### src/rtl/feed_pkg.sv
// Shared definitions for the sample feed sequencer: FSM state encoding and
// the legal range of the sample memory read latency.
package feed_pkg;

   typedef enum logic [1:0] {
      IDLE  = 2'd0,
      RUN   = 2'd1,
      FLUSH = 2'd2,
      DONE  = 2'd3
   } feed_state_t;

   localparam int unsigned RD_LAT_MIN = 1;
   localparam int unsigned RD_LAT_MAX = 4;

endpackage

### src/rtl/feed_valid_pipe.sv
// Valid shift register that tracks reads in flight through the sample memory,
// producing the FIFO write strobe and a drain indicator.
module feed_valid_pipe
   import feed_pkg::*;
#(
   parameter int unsigned RD_LAT = 1
) (
   input  logic clk,
   input  logic rst,
   input  logic issue,
   output logic fifo_we,
   output logic empty_c
);

   logic [RD_LAT-1:0] stage;

   generate
      if (RD_LAT < RD_LAT_MIN || RD_LAT > RD_LAT_MAX) begin : g_bad_lat
         $error("feed_valid_pipe: RD_LAT out of legal range");
      end

      // empty_c: nothing queued behind the stage currently driving fifo_we
      if (RD_LAT == 1) begin : g_one
         always_ff @(posedge clk or negedge rst) begin
            if (!rst) stage <= '0;
            else      stage <= issue;
         end
         assign empty_c = 1'b1;
      end else begin : g_multi
         always_ff @(posedge clk or negedge rst) begin
            if (!rst) stage <= '0;
            else      stage <= {stage[RD_LAT-2:0], issue};
         end
         assign empty_c = ~|stage[RD_LAT-2:0];
      end
   endgenerate

   assign fifo_we = stage[RD_LAT-1];

endmodule

### src/rtl/sample_feed_ctrl.sv
// Streams a stored sample buffer into the interpolator input FIFO under
// start/len/abort control. Optional FEED_LOOP_EN adds continuous looping.
module sample_feed_ctrl
   import feed_pkg::*;
#(
   parameter int unsigned ADDR_WIDTH = 7,
   parameter int unsigned MEM_DEPTH  = 100,
   parameter int unsigned RD_LAT     = 1,
   parameter int unsigned CNT_WIDTH  = 16
) (
   input  logic                  clk,
   input  logic                  rst,
   input  logic                  start,
   input  logic                  abort,
   input  logic [ADDR_WIDTH:0]   len,
`ifdef FEED_LOOP_EN
   input  logic                  loop,
`endif
   input  logic                  afull,
   output logic [ADDR_WIDTH-1:0] mem_addr,
   output logic                  mem_re,
   output logic                  fifo_we,
   output logic                  busy,
   output logic                  done,
   output logic [CNT_WIDTH-1:0]  sent_cnt
);

   localparam int unsigned LEN_W = ADDR_WIDTH + 1;
   localparam logic [LEN_W-1:0] DEPTH_L = LEN_W'(MEM_DEPTH);

   feed_state_t           state, state_nxt;
   logic [ADDR_WIDTH-1:0] addr_nxt;
   logic [LEN_W-1:0]      len_q, len_nxt, len_clamped;
   logic                  clr_cnt;
   logic                  last_rd;
   logic                  pipe_empty;
   logic                  loop_q;

   assign len_clamped = (len > DEPTH_L) ? DEPTH_L : len;
   assign last_rd     = (LEN_W'(mem_addr) == (len_q - LEN_W'(1)));

`ifdef FEED_LOOP_EN
   // Loop mode is captured with start and held for the whole transfer
   always_ff @(posedge clk or negedge rst) begin
      if (!rst)                        loop_q <= 1'b0;
      else if (state == IDLE && start) loop_q <= loop;
   end
`else
   assign loop_q = 1'b0;
`endif

   // State and datapath registers
   always_ff @(posedge clk or negedge rst) begin
      if (!rst) begin
         state    <= IDLE;
         mem_addr <= '0;
         len_q    <= '0;
         busy     <= 1'b0;
         done     <= 1'b0;
      end else begin
         state    <= state_nxt;
         mem_addr <= addr_nxt;
         len_q    <= len_nxt;
         busy     <= (state_nxt == RUN) || (state_nxt == FLUSH);
         done     <= (state_nxt == DONE);
      end
   end

   // Next-state, address and read-enable logic
   always_comb begin
      state_nxt = state;
      addr_nxt  = mem_addr;
      len_nxt   = len_q;
      mem_re    = 1'b0;
      clr_cnt   = 1'b0;
      case (state)
         IDLE: begin
            if (start) begin
               len_nxt  = len_clamped;
               addr_nxt = '0;
               clr_cnt  = 1'b1;
               // An empty transfer still passes through FLUSH for uniform done timing
               state_nxt = (len_clamped == '0) ? FLUSH : RUN;
            end
         end
         RUN: begin
            if (abort) begin
               state_nxt = FLUSH;
            end else if (!afull) begin
               mem_re = 1'b1;
               if (last_rd) begin
                  addr_nxt = '0;
                  if (!loop_q) state_nxt = FLUSH;
               end else begin
                  addr_nxt = mem_addr + ADDR_WIDTH'(1);
               end
            end
         end
         FLUSH: begin
            if (pipe_empty) state_nxt = DONE;
         end
         DONE: begin
            state_nxt = IDLE;
         end
         default: begin
            state_nxt = IDLE;
         end
      endcase
   end

   feed_valid_pipe #(
      .RD_LAT (RD_LAT)
   ) u_valid_pipe (
      .clk     (clk),
      .rst     (rst),
      .issue   (mem_re),
      .fifo_we (fifo_we),
      .empty_c (pipe_empty)
   );

   // Samples written since the last accepted start
   always_ff @(posedge clk or negedge rst) begin
      if (!rst)         sent_cnt <= '0;
      else if (clr_cnt) sent_cnt <= '0;
      else if (fifo_we) sent_cnt <= sent_cnt + CNT_WIDTH'(1);
   end

endmodule

### config.mk
export PLATFORM = sky130hd
export DESIGN_NAME = sample_feed_ctrl
export DESIGN_NICKNAME = d
export VERILOG_FILES = /design/src/rtl/feed_pkg.sv /design/src/rtl/feed_valid_pipe.sv /design/src/rtl/sample_feed_ctrl.sv
export SDC_FILE = /design/constraint.sdc
export NUM_CORES = 1
export LEC_CHECK = 0
export BUFFER_PORTS_ARGS = -buffer_cell sky130_fd_sc_hd__buf_2
export CORE_ASPECT_RATIO = 1.2
export CORE_UTILIZATION = 59
export DETAILED_ROUTE_END_ITERATION = 12
export GPL_TIMING_DRIVEN = 0
export PLACE_DENSITY = 0.85
export RECOVER_POWER = 50
export SLEW_MARGIN = 20
export SYNTH_ARGS = -nofsm -noshare
export SYNTH_HDL_FRONTEND = slang
export SYNTH_SLANG_ARGS = --single-unit
### constraint.sdc
create_clock -name clk -period 5.2 [get_ports clk]
set_input_delay 0.78 -clock clk [delete_from_list [all_inputs] [get_ports clk]]
set_output_delay 0.78 -clock clk [all_outputs]
set_load 0.05 [all_outputs]
# [Word level (Yosys, flattened, before mapping)]
# Index checks and enable logic that the tools add are counted.
[classes] reduce_logical=7 eq_ne=10 n_lt_le_gt_ge=1 addsub=3 mux=19
[op_table] operator="16-bit two-way mux" n=2
[op_table] operator="7-bit two-way mux" n=4
[op_table] operator="16-bit by 1-bit adder with 16-bit output (second input constant)" n=1
[op_table] operator="7-bit case mux with 2 select lines" n=1
[op_table] operator="2-bit two-way mux" n=5
[op_table] operator="2-bit == test (second input constant)" n=4
[op_table] operator="7-bit by 8-bit == test with 1-bit output" n=1
[op_table] operator="8-bit by 7-bit greater-than comparator with 1-bit output (second input constant)" n=1
[op_table] operator="8-bit logical NOT" n=1
[op_table] operator="8-bit two-way mux" n=1
[op_table] operator="2-bit case mux with 4 select lines" n=1
[op_table] operator="8-bit by 1-bit subtractor with 8-bit output (second input constant)" n=1
[op_table] operator="7-bit by 1-bit adder with 7-bit output (second input constant)" n=1
[op_table] operator="2-bit != test (second input constant)" n=3
[op_table] operator="1-bit two-way mux" n=5
[op_table] operator="2-bit by 1-bit == test with 1-bit output (second input constant)" n=2
[op_table] operator="4-bit AND reduction" n=1
[op_table] operator="2-bit nonzero test" n=2
[op_table] operator="2-bit logical NOT" n=1
[op_table] operator="2-bit AND reduction" n=1
[op_table] operator="1-bit logical OR" n=1
[word_totals] word_cells=47 input_bits=13 regBits=36 out_inout_bits=27

# [Depth between registers and ports, before layout]
[logic_depth] depth_word=8 ltp_mapped=11 ltp_nobuf=9

# [By module]
# From an unflattened synthesis, not the netlist that was laid out.
[hier_totals] cells_unflattened=215 area_unflattened_um2=2004.4
[by_module_without_submodules] mod="sample_feed_ctrl" cells_per_inst=212 n_inst=1 area_each_um2=1968.1 seq_area_each_um2=875.8
[by_module_without_submodules] mod="feed_valid_pipe" cells_per_inst=3 n_inst=1 area_each_um2=36.3 seq_area_each_um2=25.0

# [Worst setup path before layout]
# OpenSTA, ideal clock, no wires.
[synth_timing] path_type="input to output" start="in abort" end="out mem_re" t_arrival_ns=1.917 setup_slack_ns=2.503 cell_stages=1 cell_sequence="nor3_1"
[synth_via] elab_chain_cells=2
[synth_lines] item="start, declared" line="sample_feed_ctrl.sv:14" source="input logic abort,"
[synth_lines] item="1-bit two-way mux" line="sample_feed_ctrl.sv:87" source="if (abort) begin"
[synth_lines] item="1-bit two-way mux" line="sample_feed_ctrl.sv:76" source="case (state)"
[synth_lines] item="end, declared" line="sample_feed_ctrl.sv:21" source="output logic mem_re,"
# Every way passes these cells.

# [Worst setup path after layout]
[layout_timing] start="reg len_q[0]" end="reg busy"
[layout_via] elab_chain_cells=8 elab_cells_between_ends=9 cone_classes="1 x add/sub; 3 x eq/ne; 4 x mux; 1 x reduce/logical"
[layout_lines] item="start, declared" line="sample_feed_ctrl.sv:33" source="logic [LEN_W-1:0] len_q, len_nxt, len_clamped;"
[layout_lines] item="start signal, assigned" line="sample_feed_ctrl.sv:63" source="len_q <= len_nxt;"
[layout_lines] item="8-bit by 1-bit subtractor with 8-bit output *" line="sample_feed_ctrl.sv:40" source="assign last_rd = (LEN_W'(mem_addr) == (len_q - LEN_W'(1)));"
[layout_lines] item="7-bit by 8-bit == test with 1-bit output *" line="sample_feed_ctrl.sv:40"
[layout_lines] item="2-bit two-way mux *" line="sample_feed_ctrl.sv:91" source="if (last_rd) begin"
[layout_lines] item="2-bit two-way mux *" line="sample_feed_ctrl.sv:89" source="end else if (!afull) begin"
[layout_lines] item="2-bit two-way mux *" line="sample_feed_ctrl.sv:87"
[layout_lines] item="2-bit case mux with 4 select lines *" line="sample_feed_ctrl.sv:76"
[layout_lines] item="2-bit by 1-bit == test with 1-bit output / 2-bit == test (equally long branches)" line="sample_feed_ctrl.sv:64" source="busy <= (state_nxt == RUN) || (state_nxt == FLUSH);"
[layout_lines] item="1-bit logical OR *" line="sample_feed_ctrl.sv:64"
[layout_lines] item="end signal, assigned" line="sample_feed_ctrl.sv:64"
[layout_lines] item="end, declared" line="sample_feed_ctrl.sv:23" source="output logic busy,"
# Mark *: on every way between the ends. The rest lies on a longest branch, timed or not.
# A chain may end at the register's enable or synchronous reset.

==> results by group <==
Power and ir drop
  – P_leak: 1.11 nW
  – Pwr/cell area: 511 mW/mm²
  – Net Sw Frac: between 40% and 50%
  – Clock share of power: 12.6%
  – Internal power component: between 0.0006 and 0.0007 W
  – VDD IR max: 0.478 mV
  – P_sw: 0.000572 W
  – Part of the power in registers: a little under two fifths
  – Comb pwr share: 50.6%

Detailed routing
  – Antenna-violating nets left: 0
  – DR vias/cell: 5.69
  – DRC: 0
  – Total number of vias: 1674
  – Routed WL: 3990 µm
  – Initial drt markers: a little under 60
  – Avg WL per Cell: 13.6 µm
  – Iteration count of the initial detailed-routing pass: 4

CTS
  – Clock Tree Buf Depth: 2
  – CTS Root Cell: clkbuf_4
  – Post-CTS setup buffers: 0
  – Post-CTS Resized: 0
  – Hold buffers post-CTS: 0
  – Reg clk slew, reported paths: between 100 and 150 ps
  – CTS sink cnt: 36
  – Worst-Skew Late Latency: 330 ps
  – CTS H-tree depth: 2
  – TritonCTS clock tree: done
  – CTS Buf Count: 5

Logic synthesis
  – Predominant post-synthesis flop cell: dfrtp_1
  – Post-Synth Adder-Cell Area: under 10%
  – Syn Inst Count: between 200 and 250
  – Main area contributors after synthesis: dfrtp_1 45%, nor2_1 5.0%, xor2_1 4.8%
  – Area fraction in compound gates after synthesis: around an eighth
  – Synth area leader: dfrtp_1
  – Syn Area/Cell: 9.58 µm²
  – Main combinational cell family by area after synthesis: simple AND/OR/NAND/NOR gates
  – Mux share of post-synthesis cell area: between 1 and 1.5%
  – Synth Area in Simple Gates: 26.4%
  – Syn_nets: between 200 and 250
  – Top cell type's share of synthesized area: 44.6%
  – Post-synthesis xor/xnor area fraction: 9.10%
  – Sequential fraction of the synthesis area: 44.6%
  – Yosys cell types: 46
  – Post-synthesis instance area: 0.00202 mm²
  – Yosys reg bits: 36
  – Post-synth EDFFs: 0
  – Dominant cell by count in the synthesized netlist: dfrtp_1
  – Commonest cells post-synth: 36 x dfrtp_1, 27 x nor2_1, 21 x nand2_1
  – Post-synth ARST share: 100%
  – Synth Warn #: 0

STA
  – Crit share post-route: 50.4%
  – Setup Viol. Count Final: 0
  – Fmax: 382 MHz
  – Slew of the pin with the lowest slew margin: 1870 ps
  – Max-slew violations: 37
  – Tmin final: roughly 2600 ps
  – Worst slew margin: -24.9%
  – Clk_skew: 4.37 ps
  – Setup TNS: 0 ps
  – Final Hold Vio Count: 0
  – RSZ-0062 raised after global routing: no

Floorplanning
  – Io pins: 40
  – Die width: 55.4 µm
  – Row cnt: 22
  – DIE HEIGHT: 66.1 µm
  – Core footprint: 0.00317 mm²
  – Initial Util: 63.8%
  – Full die area: 0.00366 mm²

Outcome
  – Failing checks: max-capacitance violations, max-slew violations
  – Status: finished with violations

Placement
  – Routability congestion estimate: slightly below 0.8
  – HPWL Detailed: 2980 µm
  – Input/output buffers: 39
  – Placed inst area: 0.00226 mm²

Global routing
  – Initial antenna violation count: 0
  – Grt ovf: 0
  – First-pass GRT wire length: 6870 µm
  – Gr usage total: 23.8%
  – Largest net degree at the start of global routing: 37
  – Vias in the first global route: 1585

Critical path
  – Critical Path Start Type: flop
  – Critical path peak fanout: 9
  – Slowest stage delay, CP: 530 ps
  – CP Depth: 11
  – Reg2Reg Depth: 11
  – Cell Chain, Critical Path: buf_2, inv_1, ha_1, buf_2, nor2_1, and4_1, or4_4, nand4_4, o21bai_4, a211o_1, ha_1
  – Worst EP required: 5430 ps
  – CP delay by family, top: simple AND/OR/NAND/NOR gates
  – Crit end category: flop
  – Flop-to-flop setup slack: 2580 ps
  – Critical path class: flop to flop
  – Worst path bufs/invs: 3
  – Max stage delay cell, worst path: or4_4
  – Worst EP arrival: 2850 ps

Final layout
  – Register area: 901 µm²
  – # nets final: 274
  – Layout cells sized above 1: 23.6%
  – Area of the multi-input gates: 0.00105 mm²
  – Filler cell count: 265
  – Post-route cell area: 0.00232 mm²
  – Number of diodes: 0
  – Layout area overhead: 14.6%

Run
  – Max_cap viols: 1

Min path
  – Worst Hold Class: flop to flop
  – Hold Crit Depth: 2
[cell type report]
cell class                 instances  area share [%]
sequential                        36            38.9
inverter                           6           0.972
multi-input combinational        160            45.5
timing repair buffer              39            8.37
tap                               36            1.94
clock buffer                       5            1.62
clock inverter                     3           0.810
buffer                             9            1.89
[layer usage]
metal,vias to the layer above,global-route usage [%],part of all wire [%]
met5,-,0,0
met4,0,5.63,0.33
met3,2,4.70,4.0
met2,45,40.4,49
met1,797,31.7,46
li1,830,-,-
[layout by cell type, fill, tap and decap left out, types with 6 or more instances in the layout]
cell / count
nand2_1: 21
inv_1: 6
xnor2_1: 10
buf_2: 40
xor2_1: 11
o21ai_0: 10
dfrtp_1: 36
clkbuf_1: 7
nor2_1: 27
nand3_1: 14
[flip-flops by register name (all words and copies together) (netlist names)]
register and count:
sent_cnt 16, len_q 8, mem_addr 7, state 2, busy 1, done 1
u_valid_pipe.fifo_we 1
[worst min-delay path, cell delays in order (launching register included)]
cell and delay [ps]:
dfrtp_1 410, nand2_1 60, nand2_1 50
[power groups by stage]
stage	sequential (W)	combinational [W]	clock [W]
2_1_floorplan	0.000536	0.000375	0
3_3_place_gp	0.000438	0.000588	0
3_5_place_dp	0.000440	0.000603	0
4_1_cts	0.000434	0.000604	0.000154
5_1_grt	0.000443	0.000662	0.000164
6_report	0.000435	0.000600	0.000150
[metrics by stage]
stage / total power (W) / hold WS, ps / util [%] / setup slack [ps] / instances
after floorplan: 0.000911 / 461 / - / 2500 / 211
after global placement: 0.00103 / 516 / 71.4 / 2610 / 286
after detailed placement: 0.00104 / 520 / 71.4 / 2590 / 286
after CTS: 0.00119 / 534 / 73.2 / 2580 / 294
after global routing: 0.00127 / 568 / 73.2 / 2470 / 294
final: 0.00118 / 549 / 73.2 / 2580 / 294
[worst paths after layout]
check | endpoint | start
worst max register to register | busy | len_q[0]
max in group asynchronous | sent_cnt[4] | rst
worst max-delay path | busy | len_q[0]
worst min-delay path | len_q[6] | len_q[6]
worst min register to register | len_q[6] | len_q[6]
min in group asynchronous | sent_cnt[11] | rst
[logic make-up after synthesis]
group | count (synthesis)
AND/OR/NAND/NOR | 99
buffers and inverters | 15
AO/OA/AOI/OAI | 33
XOR/XNOR | 21
adder cells (fa/ha/maj) | 4
flip-flops | 36
multiplexers | 3
(Power assumes the default switching activity.)
